## src/rtl/dmem_arbiter.sv

```systemverilog
// dmem_arbiter
//   Shares one single-port data memory between two masters: m0 (CPU
//   load/store port) and m1 (DMA / peripheral loader). One access is
//   granted per cycle. When both masters request, the master that owned
//   the previous cycle keeps the memory until it has had MAX_BURST
//   consecutive grants, then the other master gets it. Coming out of an
//   idle cycle, the master that did not own the memory last goes first.
//   Accesses to the 0x4xxxxxxx region still use up the grant slot, but
//   they never touch the memory and they return an error response.
//
// Ports
//   clk, reset            clock; asynchronous active-low reset
//   mX_req/wr/addr/wdata  request from master X (held stable until granted)
//   mX_gnt                combinational grant for the current cycle
//   mX_rvalid/rdata/err   registered response, one cycle after mX_gnt
//   mem_rd/wr/addr/wdata  memory strobes and bus, driven in the grant cycle
//   mem_rdata             combinational read data from the memory
//   owner                 00 none, 01 m0, 10 m1 (current-cycle grant)
//
// Parameters
//   RAM_SIZE_BIT  word-address bits the memory decodes (mem_addr[RAM_SIZE_BIT+1:2]);
//                 the arbiter always forwards the full 32-bit address
//   MAX_BURST     consecutive grants one master may take while the other waits (1..15)

module dmem_arbiter #(
  parameter int RAM_SIZE_BIT = 8,
  parameter int MAX_BURST    = 4
) (
  input  logic        clk,
  input  logic        reset,

  input  logic        m0_req,
  input  logic        m0_wr,
  input  logic [31:0] m0_addr,
  input  logic [31:0] m0_wdata,
  output logic        m0_gnt,
  output logic        m0_rvalid,
  output logic [31:0] m0_rdata,
  output logic        m0_err,

  input  logic        m1_req,
  input  logic        m1_wr,
  input  logic [31:0] m1_addr,
  input  logic [31:0] m1_wdata,
  output logic        m1_gnt,
  output logic        m1_rvalid,
  output logic [31:0] m1_rdata,
  output logic        m1_err,

  output logic        mem_rd,
  output logic        mem_wr,
  output logic [31:0] mem_addr,
  output logic [31:0] mem_wdata,
  input  logic [31:0] mem_rdata,

  output logic [1:0]  owner
);

  typedef enum logic [1:0] {
    IDLE = 2'd0,
    OWN0 = 2'd1,
    OWN1 = 2'd2
  } state_e;

  localparam logic [3:0] BurstLimit = 4'(MAX_BURST);
  localparam logic [3:0] BurstSat   = 4'hF;

  // Stop elaboration when a parameter is outside the range this design handles.
  if (MAX_BURST < 1 || MAX_BURST > 15 || RAM_SIZE_BIT < 1 || RAM_SIZE_BIT > 30) begin : gBadParams
    $error("dmem_arbiter: MAX_BURST or RAM_SIZE_BIT out of range");
  end

  // Arbitration state
  state_e      state_q, state_d;
  logic [3:0]  burstCnt_q, burstCnt_d;
  logic        idleFavM1_q, idleFavM1_d;

  // Grant and selected-request signals
  logic        underLimit;
  logic        favM1;
  logic        gnt0, gnt1, granted;
  logic        selWr;
  logic [31:0] selAddr, selWdata;
  logic        forbidden;

  // Response registers, one set per master
  logic        rvalid0_q, rvalid0_d;
  logic        err0_q, err0_d;
  logic [31:0] rdata0_q, rdata0_d;
  logic        rvalid1_q, rvalid1_d;
  logic        err1_q, err1_d;
  logic [31:0] rdata1_q, rdata1_d;

  assign underLimit = (burstCnt_q < BurstLimit);

  // Pick the favoured master for the contended case. The current owner keeps
  // the memory while it is under the burst limit. After an idle cycle the
  // favoured master is the one that did not own the memory last.
  always_comb begin
    favM1 = idleFavM1_q;
    case (state_q)
      OWN0:    favM1 = ~underLimit;
      OWN1:    favM1 = underLimit;
      default: favM1 = idleFavM1_q;
    endcase

    if (m0_req && m1_req) begin
      gnt0 = ~favM1;
      gnt1 = favM1;
    end else begin
      gnt0 = m0_req;
      gnt1 = m1_req;
    end
  end

  // Next arbitration state. A repeat grant to the current owner extends its
  // burst (saturating). A grant to the other master starts a new burst of
  // one. A cycle with no grant returns to IDLE and remembers who to favour.
  always_comb begin
    state_d     = state_q;
    burstCnt_d  = burstCnt_q;
    idleFavM1_d = idleFavM1_q;

    if (gnt0) begin
      if (state_q == OWN0) begin
        if (burstCnt_q != BurstSat) begin
          burstCnt_d = burstCnt_q + 4'd1;
        end
      end else begin
        state_d    = OWN0;
        burstCnt_d = 4'd1;
      end
      idleFavM1_d = 1'b1;
    end else if (gnt1) begin
      if (state_q == OWN1) begin
        if (burstCnt_q != BurstSat) begin
          burstCnt_d = burstCnt_q + 4'd1;
        end
      end else begin
        state_d    = OWN1;
        burstCnt_d = 4'd1;
      end
      idleFavM1_d = 1'b0;
    end else begin
      state_d    = IDLE;
      burstCnt_d = 4'd0;
    end
  end

  // Route the granted master onto the memory bus. The bus idles at zero, and
  // a forbidden access drives no strobe.
  always_comb begin
    selWr    = 1'b0;
    selAddr  = 32'd0;
    selWdata = 32'd0;
    if (gnt0) begin
      selWr    = m0_wr;
      selAddr  = m0_addr;
      selWdata = m0_wdata;
    end else if (gnt1) begin
      selWr    = m1_wr;
      selAddr  = m1_addr;
      selWdata = m1_wdata;
    end

    granted   = gnt0 | gnt1;
    forbidden = granted && (selAddr[31:28] == 4'h4);

    mem_addr  = selAddr;
    mem_wdata = selWdata;
    mem_rd    = granted & ~selWr & ~forbidden;
    mem_wr    = granted &  selWr & ~forbidden;
    owner     = {gnt1, gnt0};
  end

  assign m0_gnt = gnt0;
  assign m1_gnt = gnt1;

  // Response for the master granted this cycle. Read data is captured only
  // for real reads. Writes and blocked accesses return zero. A master that
  // was not granted keeps its last read data.
  always_comb begin
    rvalid0_d = gnt0;
    err0_d    = gnt0 & forbidden;
    rdata0_d  = rdata0_q;
    if (gnt0) begin
      rdata0_d = mem_rd ? mem_rdata : 32'd0;
    end

    rvalid1_d = gnt1;
    err1_d    = gnt1 & forbidden;
    rdata1_d  = rdata1_q;
    if (gnt1) begin
      rdata1_d = mem_rd ? mem_rdata : 32'd0;
    end
  end

  // Arbitration state registers. After reset m0 is favoured.
  always_ff @(posedge clk or negedge reset) begin
    if (!reset) begin
      state_q     <= IDLE;
      burstCnt_q  <= 4'd0;
      idleFavM1_q <= 1'b0;
    end else begin
      state_q     <= state_d;
      burstCnt_q  <= burstCnt_d;
      idleFavM1_q <= idleFavM1_d;
    end
  end

  // Response registers. A response still pending when reset asserts is dropped.
  always_ff @(posedge clk or negedge reset) begin
    if (!reset) begin
      rvalid0_q <= 1'b0;
      err0_q    <= 1'b0;
      rdata0_q  <= 32'd0;
      rvalid1_q <= 1'b0;
      err1_q    <= 1'b0;
      rdata1_q  <= 32'd0;
    end else begin
      rvalid0_q <= rvalid0_d;
      err0_q    <= err0_d;
      rdata0_q  <= rdata0_d;
      rvalid1_q <= rvalid1_d;
      err1_q    <= err1_d;
      rdata1_q  <= rdata1_d;
    end
  end

  assign m0_rvalid = rvalid0_q;
  assign m0_err    = err0_q;
  assign m0_rdata  = rdata0_q;
  assign m1_rvalid = rvalid1_q;
  assign m1_err    = err1_q;
  assign m1_rdata  = rdata1_q;

endmodule

```

## config.mk

```make
export PLATFORM = sky130hd
export DESIGN_NAME = dmem_arbiter
export DESIGN_NICKNAME = d
export VERILOG_FILES = /design/src/rtl/dmem_arbiter.sv
export SDC_FILE = /design/constraint.sdc
export NUM_CORES = 1
export LEC_CHECK = 0
export CORE_AREA = 2 2 117 119
export DETAILED_ROUTE_END_ITERATION = 8
export DIE_AREA = 0 0 119 121
export PLACE_DENSITY = 0.74
export SYNTH_ARGS = -nofsm -noshare
export SYNTH_HDL_FRONTEND = slang
export SYNTH_SLANG_ARGS = --single-unit
```

## constraint.sdc

```tcl
create_clock -name clk -period 9.23 [get_ports clk]
set_clock_uncertainty 0.05 [all_clocks]
set_input_delay 1.846 -clock clk [delete_from_list [all_inputs] [get_ports clk]]
set_output_delay 1.846 -clock clk [all_outputs]
set_load 0.03 [all_outputs]
```

Word-level counts from Yosys, hierarchy flattened --
Index checks and enable logic that the tools add are counted.
Storage, ports and cells: input bits 166, output and inout port bits 138, word-level logic and storage cells 53, register bits after elaboration 75
Cells by class: equality and inequality tests 6, reduce and logical (&&, ||, !) cells 4, $add $sub $neg 1, bitwise gates (word level) 11, mux-type cells 21, $lt $le $gt $ge 1
Operator list (number):
- $mux W32 | 5
- $mux W4 | 5
- $mux W2 | 4
- $and A1 B1 Y1 | 6
- $mux W1 | 6
- $add A4 B1 Y4 const B | 1
- $eq A4 B3 Y1 const B | 1
- $lt A4 B3 Y1 const B | 1
- $ne A4 B4 Y1 const B | 1
- $not A1 Y1 | 4
- $ne A3 B3 Y1 const B | 1
- $eq A2 B1 Y1 const B | 1
- $eq A2 B2 Y1 const B | 1
- $logic_and A1 B1 Y1 | 2
- $ne A2 B2 Y1 const B | 1
- $pmux W1 S2 | 1
- $reduce_and A2 Y1 | 1
- $reduce_bool A2 Y1 | 1
- $or A1 B1 Y1 | 1

Logic depth before layout (Yosys ltp) --
word-level depth 11, gate-level depth with buffers 12

Worst setup path before layout --
OpenSTA, ideal clock, no wires.
path type input -> output, start input port m0_req, end output port mem_rd, stages 9, setup slack 3657 ps, arrival time 3677 ps, required time 7334 ps, buffers on the path 3, cell sequence nand3_1 > o21ai_1 > inv_1 > buf_2 > a22o_1 > nor4_4 > buf_4 > buf_4 > nor3_1
Between the ends: longest elaborated chain between the ends 8, elaborated cells on any way between the ends 14
RTL lines:
- start, declared | line 32 | input logic m0_req,
- $logic_and A1 B1 Y1 | line 107 | if (m0_req && m1_req) begin
- $mux W1 | line 107
- $mux W32 | line 160 | end else if (gnt1) begin
- $mux W32 * | line 156 | if (gnt0) begin
- net mem_addr[28] | line 52 | output logic [31:0] mem_addr,
- $eq A4 B3 Y1 * | line 167 | forbidden = granted && (selAddr[31:28] == 4'h4);
- $logic_and A1 B1 Y1 * | line 167
- $not A1 Y1 * | line 171 | mem_rd = granted & ~selWr & ~forbidden;
- $and A1 B1 Y1 * | line 171
- end, declared | line 50 | output logic mem_rd,
The timed path passes the listed nets; every way through them passes the cells marked *.

Final worst setup path --
start input port m0_req, end output port mem_rd
Between the ends: longest elaborated chain between the ends 8, elaborated cells on any way between the ends 14
RTL lines (line):
- $logic_and A1 B1 Y1 | 107
- $mux W1 | 107
- $mux W32 | 160
- $mux W32 | 156
- $eq A4 B3 Y1 | 167
- $logic_and A1 B1 Y1 | 167
- $not A1 Y1 | 171
- $and A1 B1 Y1 * | 171
Every way passes the cells marked *; elsewhere a longest branch is shown, timed or not.

==> impl_metrics.env <==
export IMPL_critPathRequiredTime_ns=7.33
export IMPL_cp_max_fo=65
export IMPL_htree_levels=3
export IMPL_drive_gt1_frac=0.04425
export IMPL_synthCells=400
export IMPL_power_density_nw_per_um2=249.6
export IMPL_wl_met1_um=7567
export IMPL_top_layer_used="met4"
export IMPL_avgSynthCellArea_um2=9.672
export IMPL_critPathMaxStageDelay_ns=0.67
export IMPL_die_area_um2=14400
export IMPL_portBuffers=303
export IMPL_r2r_start="state_q[0]"
export IMPL_p_leak_nw=3.053
export IMPL_cts_path_max_buffers=2
export IMPL_numCtsBuffers=9
export IMPL_synth_distinct_cells=26
export IMPL_start_kind="input port"
export IMPL_ios=304
export IMPL_cp_buffers_inverters=5
export IMPL_ys_seq_area_frac=0.4851
export IMPL_coreArea_um2=13090
export IMPL_peakVddDrop_mv=0.1456
export IMPL_hp_class="flop to flop"
export IMPL_rsz0062_at_grt="no"
export IMPL_met3_wirelength_um=1290
export IMPL_drv_slew=0
export IMPL_finalCriticalPeriod_ns=7.257
export IMPL_antenna_found_initial=1
export IMPL_status="finished clean"
export IMPL_overflow=0
export IMPL_final_common_cell="clkdlybuf4s50_1"
export IMPL_timing_final_hold_violations=0
export IMPL_critPathKind="input port to output port"
export IMPL_drv_cap=0
export IMPL_crit_path_start="m0_req"
export IMPL_cp_top_family="buffers and inverters"
export IMPL_post_cts_buffers=0
export IMPL_num_rows=42
export IMPL_grt_max_degree=76
export IMPL_setup_viol=0
export IMPL_routed_wl_um=18540
export IMPL_cts_root_buf="clkbuf_16"
export IMPL_fin_nets=842
export IMPL_worstHoldStart="m0_rdata[15]"
export IMPL_dpl_cell_area_um2=6989
export IMPL_yosys_warnings=0
export IMPL_insertion_delay_ns=0.34
export IMPL_grt_pass1_wl_um=27980
export IMPL_tightestPinTransition_ns=1.247
export IMPL_slew_headroom=0.1688
export IMPL_wl_met2_um=9285
export IMPL_start_util=0.2957
export IMPL_end_kind="output port"
export IMPL_final_area_um2=7316
export IMPL_grt_pass1_vias=4584
export IMPL_firstDrtPassIters=5
export IMPL_wl_per_cell_um=21.68
export IMPL_cts_resized=0
export IMPL_dpl_hpwl_um=13930
export IMPL_cp_slowest_cell="clkdlybuf4s50_1"
export IMPL_cts_tree="built"
export IMPL_max_freq_ghz=0.1378
export IMPL_fin_crit_sh=0.7863
export IMPL_dr_first_iter_drc_count=251
export IMPL_drcViolationCount=0
export IMPL_synth_nets=569
export IMPL_clock_sinks=75
export IMPL_routed_via_density=5.287
export IMPL_postRouteAntennaNets=0
export IMPL_gp_routability_congestion=0.8695
export IMPL_postCtsHoldBufs=0
export IMPL_final_cell_mix="clkdlybuf4s50_1, nand2_1, dfrtp_1, a22o_1, o41ai_1"
export IMPL_syn2layout_area_growth_pct=89.10
export IMPL_syn_area_um2=3869
export IMPL_setup_tns_ns=0
export IMPL_n_fill_cell=1122
export IMPL_crit_chain="clkdlybuf4s50_1 -> nand3_1 -> nor2_1 -> a21oi_4 -> buf_4 -> inv_2 -> a22o_1 -> nor4_4 -> buf_4 -> nor3_1 -> clkdlybuf4s50_1"
export IMPL_die_x_um=119
export IMPL_arrival_ns=5.36
export IMPL_ys_ff_latch=75
export IMPL_cts_clk_slew_worst_paths_ns=0.06
export IMPL_die_h_um=121
export IMPL_grtUsageTotal=0.2546
export IMPL_vias=4520
==> worst register-to-register path, stage by stage, from the launching register on <==
cell     delay [ns]
dfrtp_1        0.40
inv_1          0.07
ha_1           0.26
or3b_1         0.37
a21oi_1        0.31
nor2_1         0.13
a21oi_4        0.12
buf_4          0.51
inv_2          0.25
a22o_2         0.71
o41ai_1        0.60
==> through the flow <==
stage	util	cells	total power [mW]	worst slack, ns	hold WS (ns)
global placement	0.5341	838	1.429	2.063	0.4092
detailed placement	0.5341	838	1.442	1.970	0.4109
finish	0.5591	855	1.826	1.973	0.4287
global route	0.5591	855	1.914	1.678	0.4544
CTS	0.5589	854	1.839	1.937	0.4303
floorplan	-	400	1.007	3.657	0.4166
==> synth_stat cells, drive strengths merged <==
master / number / share of area
a31oi: 1 / 0.0016
a22o: 65 / 0.15
and2: 2 / 0.0032
o21ai: 2 / 0.0026
mux2i: 1 / 0.0026
nand2: 101 / 0.098
inv: 7 / 0.0068
buf: 17 / 0.022
xnor2: 1 / 0.0023
or3b: 1 / 0.0023
o41ai: 64 / 0.14
a211oi: 1 / 0.0019
nor4: 1 / 0.0055
nor3: 3 / 0.0039
nor2: 12 / 0.012
clkbuf: 31 / 0.030
ha: 3 / 0.0097
a22oi: 3 / 0.0058
dfrtp: 75 / 0.49
nand3: 3 / 0.0039
a21oi: 6 / 0.0087
==> cell families (layout without fill, tap and decap cells) <==
group	after synthesis	in the layout	share of synthesized area
mux	1	1	0.002587
flops	75	75	0.4851
simple gates	123	123	0.1284
buf+inv	55	333	0.05919
compound gates	142	142	0.3127
xor+xnor	1	1	0.002264
other cells	0	1	0
fa+ha+maj	3	3	0.009703
==> layer usage <==
layer | vias to the layer above | GRT usage
met5 | - | 0
met4 | 0 | 0.07887
met3 | 22 | 0.06344
met2 | 224 | 0.4231
met1 | 2206 | 0.3271
li1 | 2068 | -
==> final cells by class <==
type | count | area, µm² | area share
well taps | 176 | 220.2 | 0.03010
inverters | 7 | 26.28 | 0.003592
flip-flops and latches | 75 | 1877 | 0.2565
diodes | 1 | 2.502 | 0.0003421
clock buffers | 9 | 225.2 | 0.03079
repair buffers | 310 | 3083 | 0.4214
multi-input cells | 270 | 1783 | 0.2437
clock inverters | 7 | 98.84 | 0.01351
==> state kept, by name, indices dropped and copies added (netlist names) <==
signal / cells
m0_rdata: 32
m1_rdata: 32
burstCnt_q: 4
state_q: 2
idleFavM1_q: 1
m0_err: 1
m0_rvalid: 1
m1_err: 1
m1_rvalid: 1
==> final timing paths <==
check / to / slack (ns) / cells past startpoint
setup reg to reg: m1_rdata[22] / 5.33 / 10
max in group asynchronous: m0_rdata[18] / 6.90 / 1
min in group asynchronous: m1_rdata[30] / 1.60 / 1
setup / recovery: mem_rd / 1.97 / 11
hold / removal: m0_rdata[15] / 0.43 / 2
hold reg to reg: m0_rdata[15] / 0.43 / 2
==> power by group <==
part	switching, mW	internal [mW]	total [mW]
sequential	0.0575	0.415	0.473
clock	0.146	0.239	0.384
combinational	0.568	0.401	0.969
Note: power is estimated with default switching activity, not from simulation.
